[config.mk]
export PLATFORM = sky130hd
export DESIGN_NAME = metaframe_scrambler_flat
export DESIGN_NICKNAME = d
export VERILOG_FILES = /design/src/rtl/metaframe_scrambler_if.sv /design/src/rtl/metaframe_scrambler.sv /design/src/flat_wrapper.sv
export SDC_FILE = /design/constraint.sdc
export NUM_CORES = 1
export LEC_CHECK = 0
export BUFFER_PORTS_ARGS = -buffer_cell sky130_fd_sc_hd__buf_2
export CAP_MARGIN = 20
export CORE_UTILIZATION = 60
export DETAILED_ROUTE_END_ITERATION = 6
export GPL_TIMING_DRIVEN = 0
export PLACE_DENSITY_LB_ADDON = 0.08
export SLEW_MARGIN = 20
export SYNTH_ARGS = -nofsm -noshare
export SYNTH_HDL_FRONTEND = slang
export SYNTH_SLANG_ARGS = --single-unit
[constraint.sdc]
create_clock -name USER_CLK -period 3.8 [get_ports USER_CLK]
set_input_delay 0.95 -clock USER_CLK [delete_from_list [all_inputs] [get_ports USER_CLK]]
set_output_delay 0.95 -clock USER_CLK [all_outputs]
set_load 0.1 [all_outputs]
[src/rtl/metaframe_scrambler_if.sv]
// metaframe_scrambler_if: payload-in / scrambled-out stream bundle for the metaframe scrambler.
interface metaframe_scrambler_if #(parameter int TX_DATA_WIDTH = 64);
    logic                     PASSTHROUGH;
    logic [TX_DATA_WIDTH-1:0] DATA_IN;
    logic [1:0]               HEADER_IN;
    logic                     DATA_IN_VALID;
    logic                     DATA_IN_READY;
    logic [TX_DATA_WIDTH-1:0] DATA_OUT;
    logic [1:0]               HEADER_OUT;
    logic                     DATA_OUT_VALID;
    modport master (
        output PASSTHROUGH, DATA_IN, HEADER_IN, DATA_IN_VALID,
        input  DATA_IN_READY, DATA_OUT, HEADER_OUT, DATA_OUT_VALID
    );
    modport slave (
        input  PASSTHROUGH, DATA_IN, HEADER_IN, DATA_IN_VALID,
        output DATA_IN_READY, DATA_OUT, HEADER_OUT, DATA_OUT_VALID
    );
endinterface

[src/rtl/metaframe_scrambler.sv]
// metaframe_scrambler: sync/state/payload metaframer with x^58+x^39+1 self-synchronous scrambler.
// Define METAFRAME_SCRAMBLER_ERR_INJECT_EN to add INJECT_SYNC_ERR (flips bit 0 of the next sync word).
module metaframe_scrambler #(
    parameter int          TX_DATA_WIDTH  = 64,
    parameter logic [63:0] SYNC_WORD      = 64'h78f678f678f678f6,
    parameter int          META_FRAME_LEN = 16
) (
    input logic USER_CLK,
    input logic SYSTEM_RESET,
`ifdef METAFRAME_SCRAMBLER_ERR_INJECT_EN
    input logic INJECT_SYNC_ERR,
`endif
    metaframe_scrambler_if.slave bus
);
    localparam int CW = $clog2(META_FRAME_LEN);
    typedef enum logic [1:0] {SYNC, STATE, PAYLOAD} state_t;
    state_t                   state;
    logic [CW-1:0]            cnt;
    logic [57:0]              scr;
    logic [57:0]              scr_next;
    logic [TX_DATA_WIDTH-1:0] scrambled;
    logic [63:0]              sync_out;
    logic                     last;
    assign bus.DATA_IN_READY = SYSTEM_RESET ? 1'b0 : bus.PASSTHROUGH ? 1'b1 : state == PAYLOAD;
    assign last = cnt == CW'(META_FRAME_LEN - 3);
    // Bit-serial scrambling, LSB first, feeding each output bit back into the state.
    always_comb begin
        scr_next = scr;
        scrambled = '0;
        for (int i = 0; i < TX_DATA_WIDTH; i++) begin
            scrambled[i] = bus.DATA_IN[i] ^ scr_next[38] ^ scr_next[57];
            scr_next = {scr_next[56:0], scrambled[i]};
        end
    end
`ifdef METAFRAME_SCRAMBLER_ERR_INJECT_EN
    logic err_flag;
    assign sync_out = SYNC_WORD ^ {63'd0, err_flag};
    // A pulse arriving in the same cycle the corrupted sync goes out is kept for the next one.
    always_ff @(posedge USER_CLK) begin
        if (SYSTEM_RESET)
            err_flag <= 1'b0;
        else if (!bus.PASSTHROUGH && state == SYNC)
            err_flag <= INJECT_SYNC_ERR;
        else
            err_flag <= err_flag | INJECT_SYNC_ERR;
    end
`else
    assign sync_out = SYNC_WORD;
`endif
    always_ff @(posedge USER_CLK) begin
        if (SYSTEM_RESET) begin
            state              <= SYNC;
            cnt                <= '0;
            scr                <= '1;
            bus.DATA_OUT       <= '0;
            bus.HEADER_OUT     <= 2'b00;
            bus.DATA_OUT_VALID <= 1'b0;
        end else if (bus.PASSTHROUGH) begin
            state              <= SYNC;
            cnt                <= '0;
            bus.DATA_OUT       <= bus.DATA_IN;
            bus.HEADER_OUT     <= bus.HEADER_IN;
            bus.DATA_OUT_VALID <= bus.DATA_IN_VALID;
        end else begin
            case (state)
                SYNC: begin
                    state              <= STATE;
                    bus.DATA_OUT       <= sync_out;
                    bus.HEADER_OUT     <= 2'b10;
                    bus.DATA_OUT_VALID <= 1'b1;
                end
                STATE: begin
                    state              <= PAYLOAD;
                    bus.DATA_OUT       <= {6'b001010, scr};
                    bus.HEADER_OUT     <= 2'b10;
                    bus.DATA_OUT_VALID <= 1'b1;
                end
                default: begin
                    bus.DATA_OUT_VALID <= bus.DATA_IN_VALID;
                    if (bus.DATA_IN_VALID) begin
                        scr            <= scr_next;
                        cnt            <= last ? '0 : cnt + 1'b1;
                        state          <= last ? SYNC : PAYLOAD;
                        bus.DATA_OUT   <= scrambled;
                        bus.HEADER_OUT <= bus.HEADER_IN;
                    end
                end
            endcase
        end
    end
endmodule

[src/flat_wrapper.sv]
// flat-port wrapper written by rule: the top's interface ports become plain ports
module metaframe_scrambler_flat 
#(
    parameter int          TX_DATA_WIDTH  = 64,
    parameter logic [63:0] SYNC_WORD      = 64'h78f678f678f678f6,
    parameter int          META_FRAME_LEN = 16
)
  (USER_CLK, SYSTEM_RESET, bus_PASSTHROUGH, bus_DATA_IN, bus_HEADER_IN, bus_DATA_IN_VALID, bus_DATA_IN_READY, bus_DATA_OUT, bus_HEADER_OUT, bus_DATA_OUT_VALID);
  metaframe_scrambler_if #(.TX_DATA_WIDTH(TX_DATA_WIDTH)) bus_i ();
  input logic USER_CLK;
  input logic SYSTEM_RESET;
  input wire logic [$bits(bus_i.PASSTHROUGH)-1:0] bus_PASSTHROUGH;
  input wire logic [$bits(bus_i.DATA_IN)-1:0] bus_DATA_IN;
  input wire logic [$bits(bus_i.HEADER_IN)-1:0] bus_HEADER_IN;
  input wire logic [$bits(bus_i.DATA_IN_VALID)-1:0] bus_DATA_IN_VALID;
  output wire logic [$bits(bus_i.DATA_IN_READY)-1:0] bus_DATA_IN_READY;
  output wire logic [$bits(bus_i.DATA_OUT)-1:0] bus_DATA_OUT;
  output wire logic [$bits(bus_i.HEADER_OUT)-1:0] bus_HEADER_OUT;
  output wire logic [$bits(bus_i.DATA_OUT_VALID)-1:0] bus_DATA_OUT_VALID;
  assign bus_i.PASSTHROUGH = bus_PASSTHROUGH;
  assign bus_i.DATA_IN = bus_DATA_IN;
  assign bus_i.HEADER_IN = bus_HEADER_IN;
  assign bus_i.DATA_IN_VALID = bus_DATA_IN_VALID;
  assign bus_DATA_IN_READY = bus_i.DATA_IN_READY;
  assign bus_DATA_OUT = bus_i.DATA_OUT;
  assign bus_HEADER_OUT = bus_i.HEADER_OUT;
  assign bus_DATA_OUT_VALID = bus_i.DATA_OUT_VALID;
  metaframe_scrambler #(.TX_DATA_WIDTH(TX_DATA_WIDTH), .SYNC_WORD(SYNC_WORD), .META_FRAME_LEN(META_FRAME_LEN)) u_core (.USER_CLK(USER_CLK), .SYSTEM_RESET(SYSTEM_RESET), .bus(bus_i));
endmodule
# ---- Word-level counts from Yosys, hierarchy flattened
# Index checks and enable logic that the tools add are counted.
dict set report classes {
  bitwise 130
  addsub 1
  n_eq_ne 3
  mux 14
  n_reduce_logical 8
}
# operator count
set ops {}
lappend ops {{64-bit two-way mux} 2}
lappend ops {{64-bit one-hot mux with 2 select lines} 1}
lappend ops {{1-bit XOR} 128}
lappend ops {{2-bit two-way mux} 5}
lappend ops {{3-bit nonzero test} 2}
lappend ops {{4-bit by 1-bit adder with 4-bit output, second input constant} 1}
lappend ops {{4-bit equality test, second input constant} 1}
lappend ops {{1-bit two-way mux} 4}
lappend ops {{4-bit two-way mux} 1}
lappend ops {{2-bit one-hot mux with 2 select lines} 1}
lappend ops {{4-bit nonzero test} 1}
lappend ops {{2-bit OR reduction} 2}
lappend ops {{3-bit AND reduction} 1}
lappend ops {{2-bit by 1-bit equality test with 1-bit output, second input constant} 1}
lappend ops {{2-bit equality test, second input constant} 1}
lappend ops {{2-bit zero test} 1}
lappend ops {{1-bit inverter} 2}
lappend ops {{2-bit AND reduction} 1}
dict set report totals {
  register_bits 131
  out_inout_bits 68
}

# ---- Depth between registers and ports, before layout
dict set report depth {
  depth_word 7
  ltp_mapped 7
  depth_no_buf 4
}

# ---- Worst setup path before layout
# Ideal clock, no wire load.
dict set report synth_timing {
  kind {input port to output port}
  start {input port bus_PASSTHROUGH}
  end {output port bus_DATA_IN_READY}
  cell_stages 5
  path_slack_ps -25
  path_buffers 3
  arrival_time_ps 2875
  path_cell_list {buf_2 -> buf_2 -> buf_1 -> a21oi_1 -> nor2_1}
}
dict set report synth_via {
  elab_chain_cells 2
}
# element line
set synth_rtl {}
lappend synth_rtl {{from (decl)} flat_wrapper.sv:12} ;# input wire logic [$bits(bus_i.PASSTHROUGH)-1:0] bus_PASSTHROUGH;
lappend synth_rtl {{1-bit two-way mux (2 in series)} metaframe_scrambler.sv:24} ;# assign bus.DATA_IN_READY = SYSTEM_RESET ? 1'b0 : bus.PASSTHROUGH ? 1'b1 : state == PAYLOAD;
lappend synth_rtl {{to (decl)} flat_wrapper.sv:16} ;# output wire logic [$bits(bus_i.DATA_IN_READY)-1:0] bus_DATA_IN_READY;
# No other way between the ends.

# ---- Final worst setup path
# Same ends and word-level chain as after synthesis.

==> impl_metrics.py <==
metrics = {
    "min_path": {
        "hold_depth": 2,
        "hp-class": "reg -> reg",
        "hold_end": "u_core.bus.DATA_OUT[37]",
        "min_from": "u_core.bus.DATA_OUT[37]",
    },
    "global_routing": {
        "grt_max_degree": 17,
        "busiest_layer": "met2",
        "grt_pass1_wl_microns": 39450,
        "use_met2": 0.6938,
        "antenna_found_initial": 0,
        "grt_usage": 0.4636,
        "met3_usage": 0.1734,
        "gr-total-overflow": 0,
        "grtUsageMet1": 0.5562,
        "first_global_vias": 6824,
    },
    "placed_design": {
        "gp_congestion": 0.9770,
        "pre_cts_slack_ns": 0.1659,
        "port_buffers": 136,
        "place_hpwl_microns": 20020,
    },
    "sta": {
        "setup_slack_ns": 0.08273,
        "fmax_ghz": 0.2690,
        "holdWs_ns": 0.4894,
        "min_period_ns": 3.717,
        "timing.final.crit_share": 0.9782,
        "rsz0062_at_grt": "false",
        "hold_violations": 0,
        "relSlewSlack": 0.4603,
        "worst_slew_pin_slew_ns": 0.8096,
        "slew_violations": 0,
        "clock_skew_ns": 0.006194,
        "setup_violations": 0,
        "tns_ns": 0,
    },
    "power_and_ir_drop": {
        "power.static_leakage_nw": 3.786,
        "intPower_w": 0.002781,
        "clock_power_share": 0.423,
        "power_frac_comb": 0.219,
        "p_seq_frac": 0.358,
        "net-switching-power_w": 0.001361,
        "power-per-cell-area_mw_per_mm2": 488.5,
        "irDropWorstVdd_uv": 366.5,
        "p_sw_frac": 0.3287,
    },
    "floorplanning": {
        "die_h_microns": 110.0,
        "fp-row-count": 39,
        "fp.dieW_microns": 110.0,
        "ioPinCount": 138,
        "core_area_sq_mm": 0.01137,
        "die-area_sq_mm": 0.01210,
        "start_util": 0.6156,
    },
    "critical_path": {
        "rrSetupSlack_ns": 1.82,
        "r2r_end": "u_core.bus.DATA_OUT[57]",
        "start_kind": "input pin",
        "crit_type": "in -> out",
        "required_ns": 2.85,
        "cp_max_fo": 10,
        "critPathCaptureType": "primary output",
        "regToRegStartpoint": "u_core.state[0]",
        "arrival_ns": 2.77,
        "r2r_cells": 5,
    },
    "finish": {
        "antenna_cells": 0,
        "drive_gt1_frac": 0.2192,
        "area_growth_pct": 21.15,
        "seq_area_sq_mm": 0.002623,
        "fillers": 837,
        "nNetsFinal": 1015,
        "multi_input_area_sq_mm": 0.004041,
    },
    "logic_synthesis": {
        "yosysTopAreaCell": "dfxtp_1",
        "yosysMostFrequentCell": "dfxtp_1",
        "synthCells": 790,
        "ys_ff_latch": 131,
        "ys.flop_type": "dfxtp_1",
        "yosys_warnings": 0,
        "yosysSeqAreaShare": 0.3747,
        "async_reset_ff_frac": 0,
        "synthTopCellsByCount": "131 x dfxtp_1, 112 x nand2_1, 75 x a21oi_1, 66 x nor2_1, 41 x a211o_1",
        "ys_types": 44,
        "synth_area_sq_mm": 0.006999,
        "syn_avg_cell_area_sq_um": 8.860,
        "synth-edff-count": 0,
        "yosys.area.top_type_share": 0.3747,
        "synth.area.top_cells": "dfxtp_1 37%, xnor3_1 9.0%, nand2_1 6.0%",
        "syn_nets": 860,
    },
    "clock_tree": {
        "root_buffer": "clkbuf_16",
        "clock-sinks": 131,
        "cts_buffers": 17,
        "path_clk_slew_ns": 0.05,
        "cts.htree.levels": 4,
        "clockBufferDepth": 2,
        "insertion_delay_ns": 0.43,
        "cts_tree": "built",
        "cts-resized-gates": 0,
        "cts_hold_buf": 0,
        "cts_post_setup_buffers_inserted": 0,
    },
    "routing": {
        "wl_microns": 27690,
        "wl_per_cell_microns": 25.15,
        "ant_nets": 0,
        "drc": 0,
        "via_count": 7437,
        "drt-initial-drc-count": 1040,
        "vias_per_cell": 6.755,
        "drt_pass1_iterations": 7,
    },
    "status": {
        "status": "completed",
    },
    "job": {
        "cap_violations": 0,
    },
}
## layout by cell type (no fill, tap or decap), drive strengths merged, types with 25 or more instances in the layout
cell and instances:
buf 175, dfxtp 131, nand2 112, a21oi 75
nor2 66, clkbuf 50, a211o 41, xor2 37
xnor2 37, xnor3 31, nand3 28, a31oi 25
## worst max-delay path, stage by stage
cell and delay, ns:
buf_2 0.22, buf_2 0.36, buf_1 0.58, a21oi_1 0.10
nor2_2 0.11, buf_2 0.43
## per-layer routing
layer / vias to the layer above / wire length, microns / part of all wire
met5: - / 0 / 0
met4: 0 / 1622 / 0.059
met3: 146 / 4216 / 0.15
met2: 628 / 12110 / 0.44
met1: 3504 / 9745 / 0.35
li1: 3159 / - / -
## metrics by stage
step	util	area, sq um	cells	total power, W
2_1_floorplan	-	7002	790	0.002168
3_3_place_gp	0.6914	7861	1069	0.002377
3_5_place_dp	0.6914	7861	1069	0.002392
4_1_cts	0.7458	8479	1101	0.004107
5_1_grt	0.7458	8479	1101	0.004222
6_report	0.7458	8479	1101	0.004142
## state kept, by name, summed over array words and instances, names as in the netlist
| signal | cells |
|---|---|
| u_core.scr | 58 |
| u_core.cnt | 4 |
| u_core.bus.HEADER_OUT | 2 |
| u_core.bus.DATA_OUT | 64 |
| u_core.state | 2 |
| u_core.bus.DATA_OUT_VALID | 1 |
## worst max path at each step
stage | from | endpoint | slack (ns) | depth (start not counted)
2_1_floorplan | bus_PASSTHROUGH | bus_DATA_IN_READY | 0.42 | 5
3_3_place_gp | bus_PASSTHROUGH | bus_DATA_IN_READY | 0.17 | 6
3_5_place_dp | bus_PASSTHROUGH | bus_DATA_IN_READY | 0.17 | 6
4_1_cts | bus_PASSTHROUGH | bus_DATA_IN_READY | 0.17 | 6
5_1_grt | bus_PASSTHROUGH | bus_DATA_IN_READY | 0.08 | 6
6_report | bus_PASSTHROUGH | bus_DATA_IN_READY | 0.08 | 6
## cells by family (layout without fill, tap and decap cells)
kind of cell / count (synthesis) / in the layout / synth area share
buffers and inverters: 74 / 242 / 0.04827
DFF: 131 / 131 / 0.3747
xor gates and xnor gates: 105 / 105 / 0.1961
AOI/OAI and AO/OA: 249 / 249 / 0.2419
muxes: 1 / 1 / 0.001430
and+or+nand+nor: 230 / 230 / 0.1376
## power groups by stage
stage / Sequential (W) / Clock [W] / Combinational (W)
2_1_floorplan: 0.00187 / 0 / 0.000303
3_5_place_dp: 0.00151 / 0 / 0.000883
6_report: 0.00148 / 0.00175 / 0.000906
4_1_cts: 0.00148 / 0.00174 / 0.000887
5_1_grt: 0.00149 / 0.00180 / 0.000934
3_3_place_gp: 0.00151 / 0 / 0.000872
## cell type report
type,instances,area share
repair buffers,136,0.08027
clock buffers,21,0.05430
well taps,143,0.02110
clock inverters,11,0.01859
inverters,6,0.002656
flip-flops and latches,131,0.3093
plain buffers,68,0.03718
multi-input cells,585,0.4766
Power figures use the tool's default switching activity.
